$ cat src/rtl/pc_pkg.sv
// Shared definitions for the program-counter sequencer: control priority
// encoding, default step/reset constants and the RAS count-width helper.
package pc_pkg;

    typedef enum logic [2:0] {
        PC_RET,
        PC_CALL,
        PC_BRANCH,
        PC_REL,
        PC_SEQ
    } pc_sel_e;

    localparam int DEFAULT_STEP       = 4;
    localparam int DEFAULT_RESET_ADDR = 0;

    // One extra bit so the count can represent a completely full stack.
    function automatic int ras_count_width(input int depth);
        return $clog2(depth) + 1;
    endfunction

endpackage

$ cat src/rtl/pc_return_stack.sv
// Circular return-address stack: a full push overwrites the oldest entry,
// an empty pop leaves state alone; both report a one-cycle event.
module pc_return_stack
    import pc_pkg::*;
#(
    parameter int ADDR_WIDTH = 32,
    parameter int RAS_DEPTH  = 4
) (
    input  logic                                   clk,
    input  logic                                   reset,
    input  logic                                   push,
    input  logic                                   pop,
    input  logic [ADDR_WIDTH-1:0]                  push_data,
    output logic [ADDR_WIDTH-1:0]                  top_data,
    output logic [ras_count_width(RAS_DEPTH)-1:0]  count,
    output logic                                   empty,
    output logic                                   overflow_event,
    output logic                                   underflow_event
);

    localparam int CNT_W = ras_count_width(RAS_DEPTH);
    localparam int PTR_W = $clog2(RAS_DEPTH);

    logic [ADDR_WIDTH-1:0] mem [RAS_DEPTH];
    logic [PTR_W-1:0]      top_ptr;
    logic                  full;

    assign full            = (count == CNT_W'(RAS_DEPTH));
    assign empty           = (count == '0);
    assign overflow_event  = push && full;
    assign underflow_event = pop && !push && empty;
    assign top_data        = mem[top_ptr];

    // The pointer wraps naturally because the depth is a power of two, so a
    // push into a full stack lands on the oldest entry.
    always_ff @(posedge clk or negedge reset) begin
        if (!reset) begin
            top_ptr <= '0;
            count   <= '0;
        end else if (push) begin
            top_ptr <= top_ptr + PTR_W'(1);
            if (!full) begin
                count <= count + CNT_W'(1);
            end
        end else if (pop && !empty) begin
            top_ptr <= top_ptr - PTR_W'(1);
            count   <= count - CNT_W'(1);
        end
    end

    always_ff @(posedge clk) begin
        if (push) begin
            mem[top_ptr + PTR_W'(1)] <= push_data;
        end
    end

endmodule

$ cat src/rtl/pc_sequencer.sv
// Fetch-side program counter: prioritised next-address mux (ret > call >
// branch > relative > sequential), return-address stack and sticky flags.
module pc_sequencer
    import pc_pkg::*;
#(
    parameter int ADDR_WIDTH = 32,
    parameter int STEP       = DEFAULT_STEP,
    parameter int RESET_ADDR = DEFAULT_RESET_ADDR,
    parameter int RAS_DEPTH  = 4
) (
    input  logic                                   clk,
    input  logic                                   reset,
    input  logic                                   enable,
    input  logic                                   branch_valid,
    input  logic [ADDR_WIDTH-1:0]                  branch_target,
    input  logic                                   rel_valid,
    input  logic [ADDR_WIDTH-1:0]                  rel_offset,
    input  logic                                   call,
    input  logic                                   ret,
    input  logic                                   clear_flags,
    output logic [ADDR_WIDTH-1:0]                  address,
    output logic [ADDR_WIDTH-1:0]                  next_address,
    output logic [ras_count_width(RAS_DEPTH)-1:0]  ras_count,
    output logic                                   ras_overflow,
    output logic                                   ras_underflow
);

    localparam logic [ADDR_WIDTH-1:0] STEP_W  = ADDR_WIDTH'(STEP);
    localparam logic [ADDR_WIDTH-1:0] RESET_W = ADDR_WIDTH'(RESET_ADDR);

    pc_sel_e               sel;
    logic [ADDR_WIDTH-1:0] seq_address;
    logic [ADDR_WIDTH-1:0] top_data;
    logic                  ras_empty;
    logic                  push;
    logic                  pop;
    logic                  overflow_event;
    logic                  underflow_event;

    assign seq_address = address + STEP_W;

    always_comb begin
        sel = PC_SEQ;
        if (ret) begin
            sel = PC_RET;
        end else if (call) begin
            sel = PC_CALL;
        end else if (branch_valid) begin
            sel = PC_BRANCH;
        end else if (rel_valid) begin
            sel = PC_REL;
        end
    end

    // A return on an empty stack falls back to the sequential address.
    always_comb begin
        next_address = seq_address;
        case (sel)
            PC_RET:    next_address = ras_empty ? seq_address : top_data;
            PC_CALL:   next_address = branch_target;
            PC_BRANCH: next_address = branch_target;
            PC_REL:    next_address = address + rel_offset;
            PC_SEQ:    next_address = seq_address;
            default:   next_address = seq_address;
        endcase
    end

    assign push = enable && (sel == PC_CALL);
    assign pop  = enable && (sel == PC_RET);

    pc_return_stack #(
        .ADDR_WIDTH (ADDR_WIDTH),
        .RAS_DEPTH  (RAS_DEPTH)
    ) u_ras (
        .clk             (clk),
        .reset           (reset),
        .push            (push),
        .pop             (pop),
        .push_data       (seq_address),
        .top_data        (top_data),
        .count           (ras_count),
        .empty           (ras_empty),
        .overflow_event  (overflow_event),
        .underflow_event (underflow_event)
    );

    always_ff @(posedge clk or negedge reset) begin
        if (!reset) begin
            address <= RESET_W;
        end else if (enable) begin
            address <= next_address;
        end
    end

    // A new event in the same cycle as clear_flags leaves the flag set.
    always_ff @(posedge clk or negedge reset) begin
        if (!reset) begin
            ras_overflow  <= 1'b0;
            ras_underflow <= 1'b0;
        end else begin
            ras_overflow  <= overflow_event  || (ras_overflow  && !clear_flags);
            ras_underflow <= underflow_event || (ras_underflow && !clear_flags);
        end
    end

endmodule

$ cat config.mk
export PLATFORM = sky130hd
export DESIGN_NAME = pc_sequencer
export DESIGN_NICKNAME = d
export VERILOG_FILES = /design/src/rtl/pc_pkg.sv /design/src/rtl/pc_return_stack.sv /design/src/rtl/pc_sequencer.sv
export SDC_FILE = /design/constraint.sdc
export NUM_CORES = 1
export LEC_CHECK = 0
export BUFFER_PORTS_ARGS = -buffer_cell sky130_fd_sc_hd__buf_2
export CORE_AREA = 2 2 157 189
export DETAILED_ROUTE_END_ITERATION = 10
export DIE_AREA = 0 0 159 191
export PLACE_DENSITY_LB_ADDON = 0.08
export SLEW_MARGIN = 30
export SYNTH_ARGS = -nofsm -noshare
export SYNTH_HDL_FRONTEND = slang
export SYNTH_SLANG_ARGS = --single-unit
$ cat constraint.sdc
create_clock -name clk -period 3.8 [get_ports clk]
set_input_delay 0.76 -clock clk [delete_from_list [all_inputs] [get_ports clk]]
set_output_delay 0.76 -clock clk [all_outputs]
set_load 0.02 [all_outputs]
; Word-level counts from Yosys, hierarchy flattened
; Memories as Yosys holds them, arrays and structs flattened.
; Index checks and enable logic that the tools add are counted.
; Widths: inputs -> output; s select.
[classes]
addsub = 6
n_eq_ne = 5
muxes = 13
n_reduce_logical = 18
[ops]
columns = op, n
row1 = $pmux 32 s3, 1
row2 = $add 32x3->32 const B, 1
row3 = $add 32x32->32, 1
row4 = $mux 32, 1
row5 = $mux 3, 7
row6 = $logic_and 1x1->1, 8
row7 = $eq 3x2->1 const B, 2
row8 = $logic_not 3->1, 2
row9 = $mux 2, 2
row10 = $add 3x1->3 const B, 1
row11 = $eq 3x1->1 const B, 1
row12 = $eq 3x3->1 const B, 1
row13 = $logic_not 1->1, 3
row14 = $sub 3x1->3 const B, 1
row15 = $add 2x1->2 const B, 1
row16 = $logic_or 1x1->1, 2
row17 = $mux 1, 2
row18 = $ne 2x2->1 const B, 1
row19 = $reduce_and 2->1, 1
row20 = $reduce_bool 2->1, 1
row21 = $reduce_or 2->1, 1
row22 = $sub 2x1->2 const B, 1
[word_totals]
regBits = 39
ramBits = 128
inputBits = 72
output_inout_bits = 69
wordCells = 48
n_memories = 1
[memory_table]
columns = name, depth, word_bits, read_ports, rd_clocked_by_memory_dff, write_ports, line
row1 = u_ras.mem, 4, 32, 1, 0, 1, pc_return_stack.sv:24  ; logic [ADDR_WIDTH-1:0] mem [RAS_DEPTH];

; Longest topological paths before layout
; Gate-level depths: netlist of run 1.
[depth]
word_depth = 10
depth_mapped = 11
mapped_depth_nobuf = 10

; Modules after synthesis
; Synthesis of run 1 repeated with hierarchy kept, for this count alone.
[hier_totals]
hier_cells = 818
area_unflattened_um2 = 9616.7
[by_module_without_submodules]
columns = module, n_inst, cells_per_inst, area_each_um2, seq_area_each_um2
row1 = pc_return_stack, 1, 212, 5026.1, 3968.8
row2 = pc_sequencer, 1, 606, 4590.7, 850.8

; Least setup slack after synthesis of run 1
; Ideal clock, no wire load.
[synth_path]
kind = input to output
start = input rel_offset[0]
end = output next_address[30]
t_arrival_ns = 3.080
t_required_ns = 3.040
setup_slack_ns = -0.040
stages = 9
path_buffers = 0
cell_sequence = ha_1 fa_1 a21oi_1 o21bai_1 a31o_2 o21ai_1 a31oi_1 o311a_1 o21ai_0
[synth_via]
elab_chain_len = 2
[synth_lines]
columns = item, line
row1 = "start, declared", pc_sequencer.sv:17  ; input logic [ADDR_WIDTH-1:0] rel_offset,
row2 = $add 32x32->32, pc_sequencer.sv:62  ; PC_REL: next_address = address + rel_offset;
row3 = $pmux 32 s3, pc_sequencer.sv:58  ; case (sel)
row4 = "end, declared", pc_sequencer.sv:22  ; output logic [ADDR_WIDTH-1:0] next_address,
; No other way between the ends.

; Final worst setup path of run 1
[layout_path]
start = input rel_offset[0]
end = output next_address[21]
; The elaborated chain is that of the path after synthesis.

==> metrics.md, run 1 <==
| Metric | Value |
|---|---|
| Status | `finished, violations left` |
| Failing checks | `setup timing` |
| First-pass GRT wire length | `49.09 mm` |
| Via-to-Cell Ratio | `around 5.3` |
| Worst-Skew Late Latency | `between 400 and 500 ps` |
| Final setup fails | `4` |
| Router iterations before antenna repair | `5` |
| Power share of the combinational group | `between 50% and 60%` |
| Max frequency | `261.3 MHz` |
| Hold Vio Cnt, Final | `0` |
| Die Span Y | `approximately 190 um` |
| CTS sink cnt | `roughly 170` |
| Chip width | `about 160 um` |
| CTS H-Tree Depth | `4` |
| Synth Register Bits | `roughly 170` |
| Share of cells above drive strength 1 | `between 40% and 50%` |
| Setup TNS | `-47.51 ps` |
| Flop pwr share | `26.5%` |
| EDFF count, synth | `roughly 130` |
| Max-slew headroom | `a little over half` |
| Initial Util | `~34%` |
| Peak supply drop | `about 250 uV` |
| Yosys warns | `0` |
| Most frequent cells in the layout | `buf_4 (161), buf_2 (129), edfxtp_1 (128), nand2_1 (68), nor2_1 (55)` |
| CTS tree | `done` |
| Setup crit end kind | `output pin` |
| FILL cells | `2739` |
| Port Buffers | `140` |
| Core area | `28590 um2` |
| Vias in the first global route | `roughly 7800` |
| Switch share | `around two fifths` |
| RSZ-0062 raised after global routing | `yes` |
| P_leak | `around 5 nW` |
| Clock network power share | `approximately 18%` |
| Syn-to-layout area delta | `33.70%` |
| Tightest Pin Transition | `716.6 ps` |
| Commonest non-fill, non-tap cell in the layout | `buf_4` |
| DR WL/cell | `around 23 um` |
| CP Launch Type | `input port` |
| Post-route DRC | `0` |
| Pin count of the biggest net entering global routing | `44` |
| Seq/Total Area, Yosys | `between 50% and 60%` |
| Syn avg cell area | `about 12 um2` |
| All-layer global routing usage | `21.90%` |
| Multi-input gate area | `approximately 4900 um2` |
| Die area | `30370 um2` |
| Slew Viols, Final | `0` |
| Hold-fix buffers, CTS | `0` |
| Hpwl dp | `25.15 mm` |
| Synthesized area | `approximately 9600 um2` |
| Max Fanout on Critical Path | `3` |
| Clk slew on worst S/H paths | `around 70 ps` |
| Post-route minimum period | `roughly 3800 ps` |
| Clock Tree Buf Depth | `2` |
| Max cap viols | `0` |
| Remaining antenna violation count | `0` |
| Gr ovfl total | `0` |
| Initial DRC count | `roughly 530` |
| Routed vias | `between 7000 and 8000` |
| Reg2reg end | `address[25]` |
| Row cnt | `between 60 and 70` |
| Cells after Synth | `817` |
| Post-synth ARST share | `23.35%` |
| Register area | `4826 um2` |
| Crit path DAT | `just over 3000 ps` |
| Post-synth top flop | `edfxtp_1` |
| PD cells | `807.1 nW/um2` |
| Worst reg2reg setup slack | `~1000 ps` |
| Reg2reg path depth | `11` |
| Num CTS Buffers | `17` |
| Antenna Cells | `0` |
| Worst EP required | `~3000 ps` |
| Antenna violations before repair | `0` |
| Final Cycle Share | `100.7%` |
| Final Wtd Congestion | `0.8707` |
| Power Total | `about 10 mW` |
| Worst Clk Skew | `around 10 ps` |
| Switch Pwr | `roughly 4.3 mW` |
| Nets | `between 1000 and 1500` |
| Power Internal | `~6.1 mW` |
| Synth cell types | `64` |
| Worst Path Class, Setup | `input port to output pin` |
| Setup ws final | `-26.53 ps` |
| Root buf cell | `clkbuf_16` |
| Final wirelength | `approximately 33 mm` |
| R2R Path Start | `address[0]` |
| Synthesized Nets | `just over 900` |
| Worst hold path type | `input port to asynchronous set/reset pin` |
| IO Pins | `around 140` |
| Layout Utilization | `approximately 45%` |
kinds of logic (layout without fill, tap and decap cells):
family / count (synthesis) / in the layout / share of synthesized area [%]
and+or+nand+nor: 223 / 223 / 11.01
DFF: 167 / 167 / 50.32
buffers and inverters: 68 / 352 / 2.874
adders and majority gates: 38 / 38 / 5.121
AOI/OAI and AO/OA: 207 / 207 / 15.05
xor gates and xnor gates: 56 / 56 / 5.121
muxes: 58 / 58 / 10.50
critical path, stage by stage:
cell and delay (ps):
buf_2 120, ha_4 160, buf_6 110, a211o_1 310, a2111oi_4 440, o211ai_1 160
a21oi_2 250, a211o_4 220, xnor2_1 140, a22o_1 250, buf_6 140
worst max-delay path by stage:
stage / start / end / slack (ps) / cells after the start
floorplan: rel_offset[0] / next_address[30] / 110 / 9
global route: address[1] / next_address[29] / -130 / 10
detailed placement: rel_offset[0] / next_address[30] / -330 / 11
CTS: address[0] / next_address[23] / -30 / 12
finish: rel_offset[0] / next_address[21] / -30 / 11
global placement: rel_offset[0] / next_address[30] / -300 / 11
synthesized netlist by cell type (all sizes together) (15+ instances only):
library cell | number | share of area [%]
and3 | 15 | 0.98
mux4 | 32 | 7.5
clkbuf | 35 | 1.4
o21ai | 41 | 2.1
a21oi | 44 | 2.3
nand2 | 70 | 2.7
nand3 | 15 | 0.78
ha | 36 | 4.7
dfrtp | 39 | 10
nor2 | 60 | 2.4
edfxtp | 128 | 40
mux2 | 20 | 2.4
xor2 | 19 | 1.7
a21o | 19 | 1.5
xnor2 | 37 | 3.4
inv | 21 | 0.82
registers in the layout, indices dropped and copies added, names as in the netlist:
register / cells
ras_underflow: 1
u_ras.top_ptr: 2
u_ras.count: 3
ras_overflow: 1
address: 32
u_ras.mem: 128
through the flow:
stage                     setup WS, ps  cell area, um2  cells  hold WS [ps]
after floorplan                  111.3            9578    817         464.4
after global placement          -297.0           11620   1435         521.1
final                           -26.53           12810   1486         372.1
after global routing            -129.4           12810   1486         408.4
after detailed placement        -326.4           11620   1435         536.1
after CTS                       -32.71           12540   1475         398.9
layout make-up:
type	instances	share of cell area [%]
multi-input combinational	582	37.88
sequential	167	37.68
timing repair buffer	300	15.36
tap	385	3.762
clock buffer	19	3.381
clock inverter	12	1.319
inverter	21	0.6155
metal layers:
metal	part of all wire, %	GRT usage [%]
met5	0	0
met3	4.3	2.864
met1	45	29.77
met4	2.7	7.308
met2	48	36.35
what timing repair did:
action,4_1_cts,5_1_grt
endpoints found under the setup margin,16,18
buffers inserted,10,11
gates resized for setup,55,41
cloned,0,0
pin swaps,29,24
power by group through the flow:
stage,clock (mW),combinational [mW],sequential [mW]
final,1.81,5.79,2.74
after global routing,1.91,6.23,2.78
after CTS,1.85,5.56,2.74
after detailed placement,0,5.30,2.76
after global placement,0,5.31,2.76
after floorplan,0,2.86,2.93
(Power assumes the default switching activity.)
==> run 2: changes to the inputs <==
--- a/config.mk
+++ b/config.mk
@@ -6,9 +6,9 @@
 export NUM_CORES = 1
 export LEC_CHECK = 0
 export BUFFER_PORTS_ARGS = -buffer_cell sky130_fd_sc_hd__buf_2
-export CORE_AREA = 2 2 157 189
+export CORE_AREA = 2 2 121 146
 export DETAILED_ROUTE_END_ITERATION = 10
-export DIE_AREA = 0 0 159 191
+export DIE_AREA = 0 0 123 148
 export PLACE_DENSITY_LB_ADDON = 0.08
 export SLEW_MARGIN = 30
 export SYNTH_ARGS = -nofsm -noshare
==> metrics.md, run 2 (synthesis results as in run 1) <==
| Metric | Value |
|---|---|
| Switch share | `42.63% (was 41.32%)` |
| Setup ws final | `-94.81 ps (was -26.53 ps)` |
| Vias in the first global route | `8004 (was 7821)` |
| Final wirelength | `31.55 mm (was 33.46 mm)` |
| CTS tree | `done (unchanged)` |
| Final Cycle Share | `102.5% (was 100.7%)` |
| Final Cell Area | `12320 um2 (was 12810 um2)` |
| Die Span Y | `148 um (was 191 um)` |
| Share of cells above drive strength 1 | `40.26% (was 40.60%)` |
| Max-slew headroom | `52.29% (was 52.23%)` |
| Worst Path Class, Setup | `input port to output pin (unchanged)` |
| Cell repeated most along the worst path | `buf_6 (unchanged)` |
| Post-route minimum period | `3895 ps (was 3827 ps)` |
| Largest Register | `u_ras.mem (unchanged)` |
| Tightest Pin Transition | `715.7 ps (was 716.6 ps)` |
| Num CTS Buffers | `17 (unchanged)` |
| Power share of the combinational group | `54.7% (was 56.0%)` |
| RSZ-0062 raised after global routing | `yes (unchanged)` |
| P_leak | `4.929 nW (was 5.147 nW)` |
| Flop pwr share | `28.1% (was 26.5%)` |
| Switch Pwr | `4.313 mW (was 4.271 mW)` |
| Initial Util | `57.06% (was 33.50%)` |
| Worst hold path type | `input port to asynchronous set/reset pin (unchanged)` |
| DR WL/cell | `24.61 um (was 22.52 um)` |
| Initial DRC count | `872 (was 528)` |
| Max Fanout on Critical Path | `2 (was 3)` |
| Router iterations before antenna repair | `8 (was 5)` |
| Clk slew on worst S/H paths | `70 ps (about the same)` |
| Via-to-Cell Ratio | `6.468 (was 5.282)` |
| IO Pins | `141 (unchanged)` |
| Chip width | `123 um (was 159 um)` |
| Slew Viols, Final | `0 (unchanged)` |
| Area post-placement | `11030 um2 (was 11620 um2)` |
| Critical path cell sequence | `buf_2 > ha_4 > buf_6 > a211o_4 > a21oi_4 > o211ai_1 > a21oi_2 > buf_4 > mux2i_4 > nand3_2 > a22o_1 > buf_6 (was buf_2 > ha_4 > buf_6 > a211o_1 > a2111oi_4 > o211ai_1 > a21oi_2 > a211o_4 > xnor2_1 > a22o_1 > buf_6)` |
| Final Wtd Congestion | `0.9456 (was 0.8707)` |
| Hpwl dp | `22.30 mm (was 25.15 mm)` |
| Root buf cell | `clkbuf_16 (unchanged)` |
| CP Launch Type | `input port (unchanged)` |
| Most frequent cells in the layout | `buf_4 (128), edfxtp_1 (128), buf_2 (126), nand2_1 (68), nor2_1 (57) (was buf_4 (161), buf_2 (129), edfxtp_1 (128), nand2_1 (68), nor2_1 (55))` |
| Worst-Skew Late Latency | `430 ps (was 440 ps)` |
| Max stage delay on crit path | `360 ps (was 440 ps)` |
| Failing checks | `setup timing (unchanged)` |
| Hold-fix buffers, CTS | `0 (unchanged)` |
| Setup crit end kind | `output pin (unchanged)` |
| Remaining antenna violation count | `0 (unchanged)` |
| First-pass GRT wire length | `45.82 mm (was 49.09 mm)` |
| Gr ovfl total | `0 (unchanged)` |
| Antenna violations before repair | `2 (was 0)` |
| Die area | `18200 um2 (was 30370 um2)` |
| Register area | `4841 um2 (was 4826 um2)` |
| Status | `finished, violations left (unchanged)` |
| All-layer global routing usage | `34.49% (was 21.90%)` |
| Clock network power share | `17.1% (was 17.5%)` |
| Worst EP required | `3040 ps (about the same)` |
| Max frequency | `256.8 MHz (was 261.3 MHz)` |
| Worst hold slack | `333.3 ps (was 372.1 ps)` |
| Multi-input gate area | `4867 um2 (was 4851 um2)` |
| Peak supply drop | `460.2 uV (was 245.3 uV)` |
| Largest regs | `u_ras.mem (128), address (32), u_ras.count (3) (unchanged)` |
| Nets | `1160 (was 1199)` |
| Row cnt | `52 (was 68)` |
| FILL cells | `1189 (was 2739)` |
| Crit path DAT | `3130 ps (was 3070 ps)` |
| CTS sink cnt | `167 (unchanged)` |
| Placed cells | `1216 (was 1435)` |
| Hold Vio Cnt, Final | `0 (unchanged)` |
| CTS H-Tree Depth | `4 (unchanged)` |
| Port Buffers | `140 (unchanged)` |
| CP max stage cell | `a211o_4 (was a2111oi_4)` |
| Fin cells | `1282 (was 1486)` |
| Final setup fails | `7 (was 4)` |
| Pin count of the biggest net entering global routing | `44 (unchanged)` |
| Post-route DRC | `0 (unchanged)` |
| Syn-to-layout area delta | `28.65% (was 33.70%)` |
| Delay-heaviest family, CP | `compound AO/OA/AOI/OAI gates (unchanged)` |
| Clock Tree Buf Depth | `2 (unchanged)` |
| Power Internal | `5.805 mW (was 6.065 mW)` |
| PD cells | `821.1 nW/um2 (was 807.1 nW/um2)` |
| Core area | `16790 um2 (was 28590 um2)` |
| Worst Clk Skew | `7.236 ps (was 10.02 ps)` |
| Routed vias | `8292 (was 7849)` |
| Max cap viols | `0 (unchanged)` |
| Max reg flops | `128 (unchanged)` |
| Critical path buffers and inverters | `4 (was 3)` |
-- run 2: cell count changes in the layout (fill, tap and decap cells not counted), moves of 3 or more --
cell and change:
buf_2 -3, diode_2 +3, nor2_2 -3, a21oi_1 -3
dfrtp_2 +12, dfrtp_1 -12, buf_4 -33, buf_6 -3
a21oi_2 +4, ha_2 +3, clkinv_4 -3, inv_6 +4
-- run 2: worst paths after layout --
path,start,cells past startpoint,slack (ps),endpoint
setup / recovery,rel_offset[0],12,-90,next_address[23]
hold / removal,reset,1,330,address[0]
setup reg to reg,address[0],20,120,address[23]
hold reg to reg,ras_overflow,2,540,ras_overflow
max in group asynchronous,reset,1,3000,address[8]
min in group clk,clear_flags,2,530,ras_underflow
-- run 2: per-stage QoR --
stage / power (mW) / TNS, ps / setup WS (ps) / utilization, %
floorplan: 5.790 / 0 / 111.3 / -
global placement: 7.564 / -1936 / -479.3 / 65.72
detailed placement: 7.653 / -2467 / -436.8 / 65.73
CTS: 9.632 / -52.04 / -29.68 / 70.89
global route: 10.57 / -1058 / -158.8 / 73.39
finish: 10.12 / -334.8 / -94.81 / 73.40
-- run 2: area by class of cell --
cell class | instances | area share, %
clock inverters | 15 | 1.310
flip-flops and latches | 167 | 39.29
inverters | 21 | 0.6397
well taps | 216 | 2.193
repair buffers | 261 | 13.56
multi-input cells | 582 | 39.50
diodes | 3 | 0.06093
clock buffers | 17 | 3.452
-- run 2: metal layers --
metal	global-route usage [%]	vias up	part of all wire [%]
met5	0	-	0
met4	12.16	0	3.1
met3	4.128	79	9.9
met2	55.47	534	48
met1	48.67	4064	39
li1	-	3615	-
-- run 2: power groups by stage --
stage / logic (mW) / registers [mW] / clock network, mW
floorplan: 2.86 / 2.93 / 0
global placement: 4.74 / 2.83 / 0
detailed placement: 4.81 / 2.85 / 0
CTS: 5.05 / 2.84 / 1.75
global route: 5.88 / 2.87 / 1.82
finish: 5.54 / 2.85 / 1.73
-- run 2: what timing repair did --
| item | 4_1_cts | 5_1_grt |
|---|---|---|
| setup buffers | 13 | 19 |
| gates resized for setup | 43 | 67 |
| pin swaps | 16 | 33 |
| endpoints found under the setup margin | 20 | 20 |
